`src/rtl/voice_allocator.sv`:
```
// Note-event voice allocator: scans the voice pool one voice per cycle, then claims, retriggers or
// releases a voice. Define VOICE_ALLOCATOR_STEAL_EN to steal the oldest voice instead of dropping.
module voice_allocator #(
    parameter int unsigned NUM_VOICES     = 8,
    parameter int unsigned NOTE_WIDTH     = 7,
    parameter int unsigned VELOCITY_WIDTH = 7,
    parameter int unsigned AGE_WIDTH      = $clog2(NUM_VOICES) + 1
) (
    input  logic                                 clock,
    input  logic                                 reset_n,
    input  logic                                 event_valid,
    output logic                                 event_ready,
    input  logic                                 event_on,
    input  logic [NOTE_WIDTH-1:0]                event_note,
    input  logic [VELOCITY_WIDTH-1:0]            event_velocity,
    output logic [NUM_VOICES-1:0]                voice_active,
    output logic [NUM_VOICES*NOTE_WIDTH-1:0]     voice_note,
    output logic [NUM_VOICES*VELOCITY_WIDTH-1:0] voice_velocity,
    output logic [NUM_VOICES-1:0]                voice_trigger,
    output logic                                 event_dropped
);

    localparam int unsigned IDX_WIDTH = $clog2(NUM_VOICES);
    localparam logic [IDX_WIDTH-1:0] LAST_IDX = IDX_WIDTH'(NUM_VOICES - 1);
    localparam logic [AGE_WIDTH-1:0] AGE_MAX = '1;

    typedef enum logic [1:0] {StIdle, StScan, StCommit} state_e;

    state_e                    state_q, state_d;
    logic                      ev_on_q, ev_on_d;
    logic [NOTE_WIDTH-1:0]     ev_note_q, ev_note_d;
    logic [VELOCITY_WIDTH-1:0] ev_vel_q, ev_vel_d;
    logic [IDX_WIDTH-1:0]      scan_idx_q, scan_idx_d;

    logic                      match_found_q, match_found_d;
    logic [IDX_WIDTH-1:0]      match_idx_q, match_idx_d;
    logic                      free_found_q, free_found_d;
    logic [IDX_WIDTH-1:0]      free_idx_q, free_idx_d;
`ifdef VOICE_ALLOCATOR_STEAL_EN
    logic                      oldest_found_q, oldest_found_d;
    logic [IDX_WIDTH-1:0]      oldest_idx_q, oldest_idx_d;
    logic [AGE_WIDTH-1:0]      oldest_age_q, oldest_age_d;
`endif

    logic [NUM_VOICES-1:0]     active_q, active_d;
    logic [NOTE_WIDTH-1:0]     note_q [NUM_VOICES];
    logic [NOTE_WIDTH-1:0]     note_d [NUM_VOICES];
    logic [VELOCITY_WIDTH-1:0] vel_q [NUM_VOICES];
    logic [VELOCITY_WIDTH-1:0] vel_d [NUM_VOICES];
    logic [AGE_WIDTH-1:0]      age_q [NUM_VOICES];
    logic [AGE_WIDTH-1:0]      age_d [NUM_VOICES];
    logic [NUM_VOICES-1:0]     trigger_q, trigger_d;
    logic                      dropped_q, dropped_d;

    logic                      claim;
    logic [IDX_WIDTH-1:0]      claim_idx;

    assign event_ready = reset_n && (state_q == StIdle);

    always_comb begin
        state_d       = state_q;
        ev_on_d       = ev_on_q;
        ev_note_d     = ev_note_q;
        ev_vel_d      = ev_vel_q;
        scan_idx_d    = scan_idx_q;
        match_found_d = match_found_q;
        match_idx_d   = match_idx_q;
        free_found_d  = free_found_q;
        free_idx_d    = free_idx_q;
`ifdef VOICE_ALLOCATOR_STEAL_EN
        oldest_found_d = oldest_found_q;
        oldest_idx_d   = oldest_idx_q;
        oldest_age_d   = oldest_age_q;
`endif
        active_d  = active_q;
        note_d    = note_q;
        vel_d     = vel_q;
        age_d     = age_q;
        trigger_d = '0;
        dropped_d = 1'b0;
        claim     = 1'b0;
        claim_idx = '0;

        case (state_q)
            StIdle: begin
                if (event_valid && event_ready) begin
                    // Velocity 0 on a note-on is a note-off by MIDI convention.
                    ev_on_d       = event_on && (event_velocity != '0);
                    ev_note_d     = event_note;
                    ev_vel_d      = event_velocity;
                    scan_idx_d    = '0;
                    match_found_d = 1'b0;
                    free_found_d  = 1'b0;
`ifdef VOICE_ALLOCATOR_STEAL_EN
                    oldest_found_d = 1'b0;
`endif
                    state_d       = StScan;
                end
            end

            StScan: begin
                if (active_q[scan_idx_q]) begin
                    if (!match_found_q && note_q[scan_idx_q] == ev_note_q) begin
                        match_found_d = 1'b1;
                        match_idx_d   = scan_idx_q;
                    end
`ifdef VOICE_ALLOCATOR_STEAL_EN
                    // Strict compare keeps the lowest index among equal ages.
                    if (!oldest_found_q || age_q[scan_idx_q] > oldest_age_q) begin
                        oldest_found_d = 1'b1;
                        oldest_idx_d   = scan_idx_q;
                        oldest_age_d   = age_q[scan_idx_q];
                    end
`endif
                end else if (!free_found_q) begin
                    free_found_d = 1'b1;
                    free_idx_d   = scan_idx_q;
                end
                if (scan_idx_q == LAST_IDX) begin
                    state_d = StCommit;
                end else begin
                    scan_idx_d = scan_idx_q + IDX_WIDTH'(1);
                end
            end

            StCommit: begin
                state_d = StIdle;
                if (ev_on_q) begin
                    if (match_found_q) begin
                        claim     = 1'b1;
                        claim_idx = match_idx_q;
                    end else if (free_found_q) begin
                        claim     = 1'b1;
                        claim_idx = free_idx_q;
                    end else begin
`ifdef VOICE_ALLOCATOR_STEAL_EN
                        claim     = 1'b1;
                        claim_idx = oldest_idx_q;
`else
                        dropped_d = 1'b1;
`endif
                    end
                end else if (match_found_q) begin
                    active_d[match_idx_q] = 1'b0;
                    age_d[match_idx_q]    = '0;
                end

                if (claim) begin
                    for (int i = 0; i < NUM_VOICES; i++) begin
                        if (IDX_WIDTH'(i) == claim_idx) begin
                            active_d[i]  = 1'b1;
                            note_d[i]    = ev_note_q;
                            vel_d[i]     = ev_vel_q;
                            age_d[i]     = '0;
                            trigger_d[i] = 1'b1;
                        end else if (active_q[i] && age_q[i] != AGE_MAX) begin
                            age_d[i] = age_q[i] + AGE_WIDTH'(1);
                        end
                    end
                end
            end

            default: state_d = StIdle;
        endcase
    end

    always_ff @(posedge clock) begin
        if (!reset_n) begin
            state_q       <= StIdle;
            ev_on_q       <= 1'b0;
            ev_note_q     <= '0;
            ev_vel_q      <= '0;
            scan_idx_q    <= '0;
            match_found_q <= 1'b0;
            match_idx_q   <= '0;
            free_found_q  <= 1'b0;
            free_idx_q    <= '0;
`ifdef VOICE_ALLOCATOR_STEAL_EN
            oldest_found_q <= 1'b0;
            oldest_idx_q   <= '0;
            oldest_age_q   <= '0;
`endif
            active_q  <= '0;
            trigger_q <= '0;
            dropped_q <= 1'b0;
            for (int i = 0; i < NUM_VOICES; i++) begin
                note_q[i] <= '0;
                vel_q[i]  <= '0;
                age_q[i]  <= '0;
            end
        end else begin
            state_q       <= state_d;
            ev_on_q       <= ev_on_d;
            ev_note_q     <= ev_note_d;
            ev_vel_q      <= ev_vel_d;
            scan_idx_q    <= scan_idx_d;
            match_found_q <= match_found_d;
            match_idx_q   <= match_idx_d;
            free_found_q  <= free_found_d;
            free_idx_q    <= free_idx_d;
`ifdef VOICE_ALLOCATOR_STEAL_EN
            oldest_found_q <= oldest_found_d;
            oldest_idx_q   <= oldest_idx_d;
            oldest_age_q   <= oldest_age_d;
`endif
            active_q  <= active_d;
            trigger_q <= trigger_d;
            dropped_q <= dropped_d;
            note_q    <= note_d;
            vel_q     <= vel_d;
            age_q     <= age_d;
        end
    end

    always_comb begin
        voice_note     = '0;
        voice_velocity = '0;
        for (int i = 0; i < NUM_VOICES; i++) begin
            voice_note[i*NOTE_WIDTH +: NOTE_WIDTH]             = note_q[i];
            voice_velocity[i*VELOCITY_WIDTH +: VELOCITY_WIDTH] = vel_q[i];
        end
    end

    assign voice_active  = active_q;
    assign voice_trigger = trigger_q;
    assign event_dropped = dropped_q;

endmodule
```
`config.mk`:
```
export PLATFORM = sky130hd
export DESIGN_NAME = voice_allocator
export DESIGN_NICKNAME = d
export VERILOG_FILES = /design/src/rtl/voice_allocator.sv
export SDC_FILE = /design/constraint.sdc
export NUM_CORES = 1
export LEC_CHECK = 0
export BUFFER_PORTS_ARGS = -buffer_cell sky130_fd_sc_hd__buf_2
export CAP_MARGIN = 20
export CORE_UTILIZATION = 45
export DETAILED_ROUTE_END_ITERATION = 10
export GPL_TIMING_DRIVEN = 0
export PLACE_DENSITY = 0.69
export SYNTH_ARGS = -nofsm -noshare
export SYNTH_HDL_FRONTEND = slang
export SYNTH_SLANG_ARGS = --single-unit
```
`constraint.sdc`:
```
create_clock -name clock -period 2.3 [get_ports clock]
set_input_delay 0.46 -clock clock [delete_from_list [all_inputs] [get_ports clock]]
set_output_delay 0.46 -clock clock [all_outputs]
set_load 0.02 [all_outputs]
```
==> run summary, run 1 <==
SYNTH
-----------------------------------------------------------------------------------
Number of synthesized flops with an enable pin                                    0
Count of unique library cells instantiated by Yosys                              41
Net count of the mapped netlist                                                 673
Share of synthesized area occupied by flip-flops and latches                  49.9%
Cell type with the largest total area after synthesis                  sky130_fd_sc_hd__dfxtp_1
Count of yosys warnings during synthesis                                          0
Area fraction of the dominant cell type after synthesis                       49.9%
Synthesized instance count                                                      653
Register bit total from synthesis                                               157
Ys flop type                                                           sky130_fd_sc_hd__dfxtp_1
Post-synth design cell area                                             0.00630 mm²
Synth top area cells                                                   sky130_fd_sc_hd__dfxtp_1 50%, sky130_fd_sc_hd__mux2i_1 22%, sky130_fd_sc_hd__nor2_1 7.9%
Share of synthesized registers carrying an async set or reset                    0%
Synthesized area divided by synthesized cell count                         9.65 µm²

GLOBAL ROUTE
-----------------------------------------------------------------------------------
Antenna violations before repair                                                  0
Total GRT Usage                                                               26.5%
Total congestion overflow                                                         0
Vias in the first global route                                                 5351
Pin count of the biggest net entering global routing                             17
Wire length of the first global-routing pass                               28700 µm

STA
-----------------------------------------------------------------------------------
Setup repair after global routing missed its margin                             yes
Worst relative slew slack                                                     55.9%
Transition time at the pin with the least slew margin                      0.661 ns
Final setup violation count                                                       0
Number of endpoints with negative hold slack in the final report                  0
Slew Viols, Final                                                                 0
Clock tree skew after final layout                                        0.0121 ns
Final worst-path cycle share                                                  99.2%
Fin crit period                                                             2.28 ns
Highest Clock Rate                                                          438 MHz

PLACEMENT
-----------------------------------------------------------------------------------
HPWL after detailed placement                                              13000 µm
Placer Congestion                                                             0.855
Count of input and output buffers                                               146
DP Cell Count                                                                   975

PWR
-----------------------------------------------------------------------------------
Power per standard cell area                                             738 mW/mm²
Highest ir drop seen on vdd                                              0.000613 V
Power Total                                                                 5.93 mW
Leakage power summed over all cells                                         3.93 nW

CLOCK NETWORK
-----------------------------------------------------------------------------------
Root buffer selected by CTS                                            sky130_fd_sc_hd__clkbuf_16
Source-to-sink clock delay at the later pin of the worst-skew pair          0.43 ns
CTS Buffer Depth                                                                  2
Register clock-pin slew on the reported worst setup and hold paths          0.06 ns
Number of clock sinks                                                           157
Maximum level of the CTS H-tree                                                   4
Clock tree from TritonCTS                                                      done
Inserted Clock Buffers                                                           17

DETAILED ROUTING
-----------------------------------------------------------------------------------
DRC violation total after the first TritonRoute iteration                       266
Total iterations of the first detailed-routing run                                5
Met2 wirelength from detailed routing                                       8570 µm
Routed length on met3                                                       1440 µm
Drc violations                                                                    0
Uppermost routed layer                                                         met4
DRT Wirelength                                                             18400 µm
Sum of routed wire segments on met1                                         7870 µm
Final routed wire length divided by cell count                              18.2 µm
Number of routed nets with antenna violations                                     0
Via count                                                                      5384
Vias per std cell                                                              5.31

CRITICAL PATH
-----------------------------------------------------------------------------------
Kind of capture point of the worst setup path                             flip-flop
Largest fanout on the critical path                                               5
CP Data Required Time                                                       2.65 ns
Startpoint kind of the worst setup timing path                            flip-flop
Worst Setup Path Type                                                       reg2reg
Arrival time reported for the critical path endpoint                        2.63 ns
Beginning of the worst register-to-register path                       scan_idx_q[0]$_SDFFE_PN0P_
Worst setup startpoint                                                 scan_idx_q[0]$_SDFFE_PN0P_

FINISH
-----------------------------------------------------------------------------------
Inserted Diodes                                                                   0
Share of final-layout standard cells stronger than drive strength 1           26.8%
Count of placed standard cells in the final layout, fillers left out           1013
# nets final                                                                    844
Area growth from synthesis to final layout                                    27.7%
Number of filler instances in the final layout                                 1198

FLOORPLANNING
-----------------------------------------------------------------------------------
Row cnt                                                                          42
Core Region                                                              0.0135 mm²
Area of the die                                                          0.0145 mm²
Starting density of the core                                                  46.8%
Die height                                                                   120 µm
Die boundary width                                                           120 µm
IO Count                                                                        148

JOB
-----------------------------------------------------------------------------------
Max_cap viols                                                                     0

MIN PATH
-----------------------------------------------------------------------------------
Type of the most critical hold path                                          in2reg
Hold wc startpoint                                                     event_note[6]

OUTCOME
-----------------------------------------------------------------------------------
Outcome                                                                finished, final reports clean

==> worst paths after layout <==
check	end	slack (ns)	cells past startpoint
worst min register to register	voice_velocity[36]$_SDFFE_PN0P_	0.49	2
worst min-delay path	ev_note_q[6]$_SDFFE_PN0P_	0.27	3
worst max-delay path	match_idx_q[1]$_SDFFE_PN0P_	0.02	8
worst max register to register	match_idx_q[1]$_SDFFE_PN0P_	0.02	8
==> state kept, by name, summed over array words and instances (netlist names), 2 cells and up <==
register,cells
voice_active,8
voice_trigger,8
free_idx_q,3
match_idx_q,3
state_q,2
voice_note,56
ev_vel_q,7
scan_idx_q,3
voice_velocity,56
ev_note_q,7
==> critical path, stage by stage, from the launching register on <==
cell                      delay (ns)
sky130_fd_sc_hd__dfxtp_4        0.40
sky130_fd_sc_hd__buf_12         0.14
sky130_fd_sc_hd__mux4_2         0.51
sky130_fd_sc_hd__mux2i_1        0.18
sky130_fd_sc_hd__xor2_1         0.27
sky130_fd_sc_hd__o21ai_2        0.12
sky130_fd_sc_hd__nor4_4         0.21
sky130_fd_sc_hd__buf_4          0.19
sky130_fd_sc_hd__mux2i_1        0.19
==> kinds of logic after synthesis <==
logic type / count (synthesis) / synth area share (%)
muxes: 144 / 24.2
buffers and inverters: 55 / 3.81
adders and majority gates: 2 / 0.397
AOI/OAI and AO/OA: 67 / 6.02
DFF: 157 / 49.9
xor gates and xnor gates: 3 / 0.417
and+or+nand+nor: 225 / 15.3
==> timing repair <==
| action | in CTS | in global routing |
|---|---|---|
| hold endpoints to repair | 0 | 0 |
| buffers inserted | 1 | 6 |
| cloned | 0 | 1 |
| gates resized for setup | 16 | 13 |
| hold buffers | 0 | 0 |
| pin swaps | 1 | 3 |
| endpoints found under the setup margin | 45 | 56 |
==> layout make-up <==
class | count | area [µm²] | share of cell area, %
Buffer | 51 | 267 | 3.31
Clock buffer | 19 | 453 | 5.63
Clock inverter | 13 | 163 | 2.02
Inverter | 2 | 7.51 | 0.0933
Multi-Input combinational cell | 441 | 2980 | 37.0
Sequential cell | 157 | 3150 | 39.1
Tap cell | 176 | 220 | 2.74
Timing Repair Buffer | 154 | 808 | 10.0
==> cell usage after synthesis, types with 3 or more instances <==
master                       n
sky130_fd_sc_hd__buf_4       3
sky130_fd_sc_hd__nor3_1      3
sky130_fd_sc_hd__buf_2      12
sky130_fd_sc_hd__nor2b_1     4
sky130_fd_sc_hd__xor2_1      3
sky130_fd_sc_hd__nand2b_1    6
sky130_fd_sc_hd__nand2_1    55
sky130_fd_sc_hd__o22ai_1     3
sky130_fd_sc_hd__o21ai_1     3
sky130_fd_sc_hd__a22oi_1     8
sky130_fd_sc_hd__and2_1      5
sky130_fd_sc_hd__nand3_1     3
sky130_fd_sc_hd__mux4_2      4
sky130_fd_sc_hd__and3_1      5
sky130_fd_sc_hd__clkbuf_1   36
sky130_fd_sc_hd__mux2i_1   136
sky130_fd_sc_hd__dfxtp_1   157
sky130_fd_sc_hd__nor2_1    133
sky130_fd_sc_hd__o21ai_0    10
sky130_fd_sc_hd__a21oi_1    36
==> layer usage <==
layer	up-vias	global-route usage, %
li1	2552	-
met1	2577	32.3
met2	217	42.9
met3	38	8.11
met4	0	11.8
met5	-	0
==> cell usage in the layout (no fill, tap or decap), types with 5 or more instances in the layout <==
master,synthesis,layout
sky130_fd_sc_hd__dfxtp_1,157,156
sky130_fd_sc_hd__buf_2,12,151
sky130_fd_sc_hd__mux2i_1,136,135
sky130_fd_sc_hd__nor2_1,133,132
sky130_fd_sc_hd__nand2_1,55,51
sky130_fd_sc_hd__a21oi_1,36,35
sky130_fd_sc_hd__clkbuf_1,36,34
sky130_fd_sc_hd__clkbuf_16,0,18
sky130_fd_sc_hd__buf_4,3,12
sky130_fd_sc_hd__o21ai_0,10,10
sky130_fd_sc_hd__a22oi_1,8,8
sky130_fd_sc_hd__nand2b_1,6,6
sky130_fd_sc_hd__and2_1,5,5
sky130_fd_sc_hd__and3_1,5,5
==> report_power, final <==
part           switching, mW  internal (mW)
clock                   1.15           1.77
combinational          0.181         0.0881
sequential            0.0133           2.74
total                   1.34           4.59
==> per-stage QoR <==
stage	utilization, %	TNS (ns)	setup WS (ns)	instance area, µm²	hold WS, ns
6_report	59.8	0	0.0187	8050	0.267
4_1_cts	59.0	-0.0182	-0.0113	7940	0.262
3_5_place_dp	54.0	-4.99	-0.367	7260	0.481
2_1_floorplan	-	0	0.206	6310	0.467
3_3_place_gp	54.0	-3.04	-0.299	7260	0.471
5_1_grt	59.8	-0.106	-0.0478	8050	0.278
(Power assumes the default switching activity.)
==> run 2, diff against run 1 <==
- CTS_BUF_LIST: unset -> sky130_fd_sc_hd__clkbuf_8
- PLACE_DENSITY: 0.69 -> 0.75
- clock period: 2.3 -> 1.91 ns (I/O delays scaled with it)
==> run summary, run 2 (synthesized netlist as in run 1, its figures left out) <==
OUTCOME
-----------------------------------------------------------------------------------
Outcome                                                                complete, but fails checks
Violated checks                                                        setup timing

PLACEMENT
-----------------------------------------------------------------------------------
Setup slack at placement                                                  -0.556 ns   -0.189 ns
DP Cell Count                                                                   975   unchanged
Placer Congestion                                                             0.844   -1.2%
Count of input and output buffers                                               146   unchanged
HPWL after detailed placement                                              12400 µm   -4.5%

GLOBAL ROUTE
-----------------------------------------------------------------------------------
GR Util met2                                                                  39.3%   -3.6 points
Met3 capacity usage during global routing                                     10.1%   +2.0 points
Routing layer with the top usage in global route                               met2
Pin count of the biggest net entering global routing                             17   unchanged
Total GRT Usage                                                               25.3%   -1.2 points
Wire length of the first global-routing pass                               27600 µm   -3.7%
Antenna violations before repair                                                  0   unchanged
Total congestion overflow                                                         0   unchanged
Vias in the first global route                                                 5198   -2.9%
Met1 Track Usage GR                                                           31.2%   -1.1 points

CLOCK NETWORK
-----------------------------------------------------------------------------------
Inserted Clock Buffers                                                           17   unchanged
Clock tree from TritonCTS                                                      done
Register clock-pin slew on the reported worst setup and hold paths          0.09 ns   +0.03 ns
Maximum level of the CTS H-tree                                                   4   unchanged
Number of clock sinks                                                           157   unchanged
Source-to-sink clock delay at the later pin of the worst-skew pair          0.47 ns   +0.04 ns
CTS Buffer Depth                                                                  2   unchanged
Root buffer selected by CTS                                            sky130_fd_sc_hd__clkbuf_8
CTS hold repair buffers                                                           0   unchanged

FLOORPLANNING
-----------------------------------------------------------------------------------
Core Region                                                              0.0135 mm²   unchanged
Row cnt                                                                          42   unchanged
Die boundary width                                                           120 µm   unchanged
IO Count                                                                        148   unchanged
Area of the die                                                          0.0145 mm²   unchanged
Starting density of the core                                                  46.8%   unchanged
Die height                                                                   120 µm   unchanged

CRITICAL PATH
-----------------------------------------------------------------------------------
WP buf/inv                                                                        2   unchanged
Startpoint kind of the worst setup timing path                            flip-flop
Critical-path cell with the highest stage delay                        sky130_fd_sc_hd__mux4_2
Reg-to-reg endpoint                                                    match_idx_q[1]$_SDFFE_PN0P_
Slowest Stage Delay on Critical Path                                        0.50 ns   about the same
Minimum setup slack among reg-to-reg paths                                 -0.31 ns   -0.33 ns
Count of cells along the worst register-to-register path                          8   unchanged
Worst Setup Path Type                                                       reg2reg
Beginning of the worst register-to-register path                       scan_idx_q[0]$_SDFFE_PN0P_
Arrival time reported for the critical path endpoint                        2.61 ns   -0.02 ns
Critical Path, Cell by Cell                                            buf_12 > mux4_2 > mux2i_1 > xor2_1 > o21ai_2 > nor4_4 > buf_4 > mux2i_1
Kind of capture point of the worst setup path                             flip-flop
CP Data Required Time                                                       2.30 ns   -0.35 ns
Critical Path Most Common Cell                                         sky130_fd_sc_hd__mux2i_1
Largest delay contributor family on the critical path                  multiplexers
Largest fanout on the critical path                                               5   unchanged

FINISH
-----------------------------------------------------------------------------------
Number of filler instances in the final layout                                 1194   -0.33%
Fin util                                                                      59.1%   -0.66 points
Area growth from synthesis to final layout                                    26.2%
Count of placed standard cells in the final layout, fillers left out           1015   +0.20%
# nets final                                                                    846   +0.24%
Inserted Diodes                                                                   0   unchanged
Most common library cell in the layout ignoring fill and taps          sky130_fd_sc_hd__dfxtp_1
Share of final-layout standard cells stronger than drive strength 1           28.1%   +1.4 points
Commonest cells after routing, fill and taps aside                     154 x sky130_fd_sc_hd__dfxtp_1, 149 x sky130_fd_sc_hd__buf_2, 135 x sky130_fd_sc_hd__mux2i_1, 129 x sky130_fd_sc_hd__nor2_1, 51 x sky130_fd_sc_hd__nand2_1

STA
-----------------------------------------------------------------------------------
Setup repair after global routing missed its margin                             yes
Fin crit period                                                             2.22 ns   -0.0635 ns
Worst relative slew slack                                                     54.8%   -1.1 points
Post-layout worst setup margin                                            -0.308 ns   -0.327 ns
Final setup violation count                                                      14   +14
Final worst-path cycle share                                                   116%   +17 points
Highest Clock Rate                                                          451 MHz   +2.9%
Number of endpoints with negative hold slack in the final report                  0   unchanged
Transition time at the pin with the least slew margin                      0.678 ns   +0.0170 ns
Slew Viols, Final                                                                 0   unchanged
Clock tree skew after final layout                                        0.0108 ns   -0.00124 ns

PWR
-----------------------------------------------------------------------------------
Sequential share of power                                                     52.9%   +6.6 points
Relative contribution of the clock network to total power                     41.8%   -7.3 points
Power per standard cell area                                             786 mW/mm²   +6.5%
Power Total                                                                 6.25 mW   +5.4%
Combinational power share                                                      5.3%   +0.8 points
Internal power of the cells                                                 4.73 mW   +2.9%
Highest ir drop seen on vdd                                              0.000538 V   -12%
Switching fraction of total power                                             24.4%   +1.8 points
Switching power total                                                       1.53 mW   +14%
Leakage power summed over all cells                                         3.90 nW   -0.92%

DETAILED ROUTING
-----------------------------------------------------------------------------------
Drc violations                                                                    0   unchanged
Via count                                                                      5363   -0.39%
Number of routed nets with antenna violations                                     0   unchanged
DRC violation total after the first TritonRoute iteration                       429   +61%
Total iterations of the first detailed-routing run                                6   +1
Final routed wire length divided by cell count                              17.9 µm   -1.9%
DRT Wirelength                                                             18100 µm   -1.7%
Vias per std cell                                                              5.28   -0.59%

MIN PATH
-----------------------------------------------------------------------------------
Hold EP                                                                ev_note_q[0]$_SDFFE_PN0P_
Number of cells traversed by the worst hold path                                  3   unchanged
Hold wc startpoint                                                     event_note[0]
Type of the most critical hold path                                          in2reg

JOB
-----------------------------------------------------------------------------------
Max_cap viols                                                                     0   unchanged

-- run 2: cell count changes in the layout (fill, tap and decap cells not counted), sizes merged --
cell / before / now
clkbuf: 58 / 53
buf: 166 / 171
bufbuf: 0 / 1
clkinvlp: 3 / 6
clkinv: 5 / 3
-- run 2: layout make-up --
type,count,area [µm²],area share (%)
inverter,2,7.51,0.0944
sequential,157,3150,39.6
clock buffer,18,248,3.11
clock inverter,14,170,2.14
buffer,51,304,3.82
timing repair buffer,156,831,10.4
tap,176,220,2.77
multi-input combinational,441,3030,38.0
-- run 2: through the flow --
stage	instance area, µm²	TNS, ns	hold WS, ns
floorplan	6330	-0.306	0.467
global placement	7280	-29.84	0.469
detailed placement	7280	-32.45	0.479
CTS	7870	-1.35	0.126
global route	7960	-4.63	0.138
finish	7960	-1.84	0.150
-- run 2: worst max path at each step --
stage,cells past startpoint,end,slack (ns),start
after floorplan,7,match_idx_q[0]$_SDFFE_PN0P_,-0.09,scan_idx_q[0]$_SDFFE_PN0P_
after global routing,8,match_idx_q[1]$_SDFFE_PN0P_,-0.43,scan_idx_q[0]$_SDFFE_PN0P_
after detailed placement,8,match_idx_q[1]$_SDFFE_PN0P_,-0.56,scan_idx_q[1]$_SDFFE_PN0P_
after CTS,8,match_idx_q[1]$_SDFFE_PN0P_,-0.32,scan_idx_q[0]$_SDFFE_PN0P_
after global placement,7,match_idx_q[0]$_SDFFE_PN0P_,-0.56,scan_idx_q[2]$_SDFFE_PN0P_
final,8,match_idx_q[1]$_SDFFE_PN0P_,-0.31,scan_idx_q[0]$_SDFFE_PN0P_
-- run 2: routing by layer --
| metal | vias up | wire length, µm |
|---|---|---|
| li1 | 2568 | - |
| met1 | 2531 | 7720 |
| met2 | 229 | 8020 |
| met3 | 35 | 1790 |
| met4 | 0 | 586 |
| met5 | - | 0 |
-- run 2: power groups by stage --
stage	Clock, mW	Sequential [mW]	Combinational (mW)
after floorplan	0	3.38	0.194
after global placement	0	3.38	0.292
after detailed placement	0	3.38	0.293
after CTS	2.64	3.31	0.314
after global routing	2.78	3.31	0.353
final	2.62	3.31	0.329
-- run 2: tightest hold or removal path, cell delays in order --
cell                      delay [ns]
sky130_fd_sc_hd__buf_2          0.10
sky130_fd_sc_hd__nand2_1        0.05
sky130_fd_sc_hd__a21oi_1        0.05
-- run 2: what timing repair did --
item / in CTS / in global routing
endpoints found under the setup margin: 104 / 89
pin swaps: 4 / 5
gates resized for setup: 34 / 19
buffers inserted: 5 / 3
cloned: 1 / 1
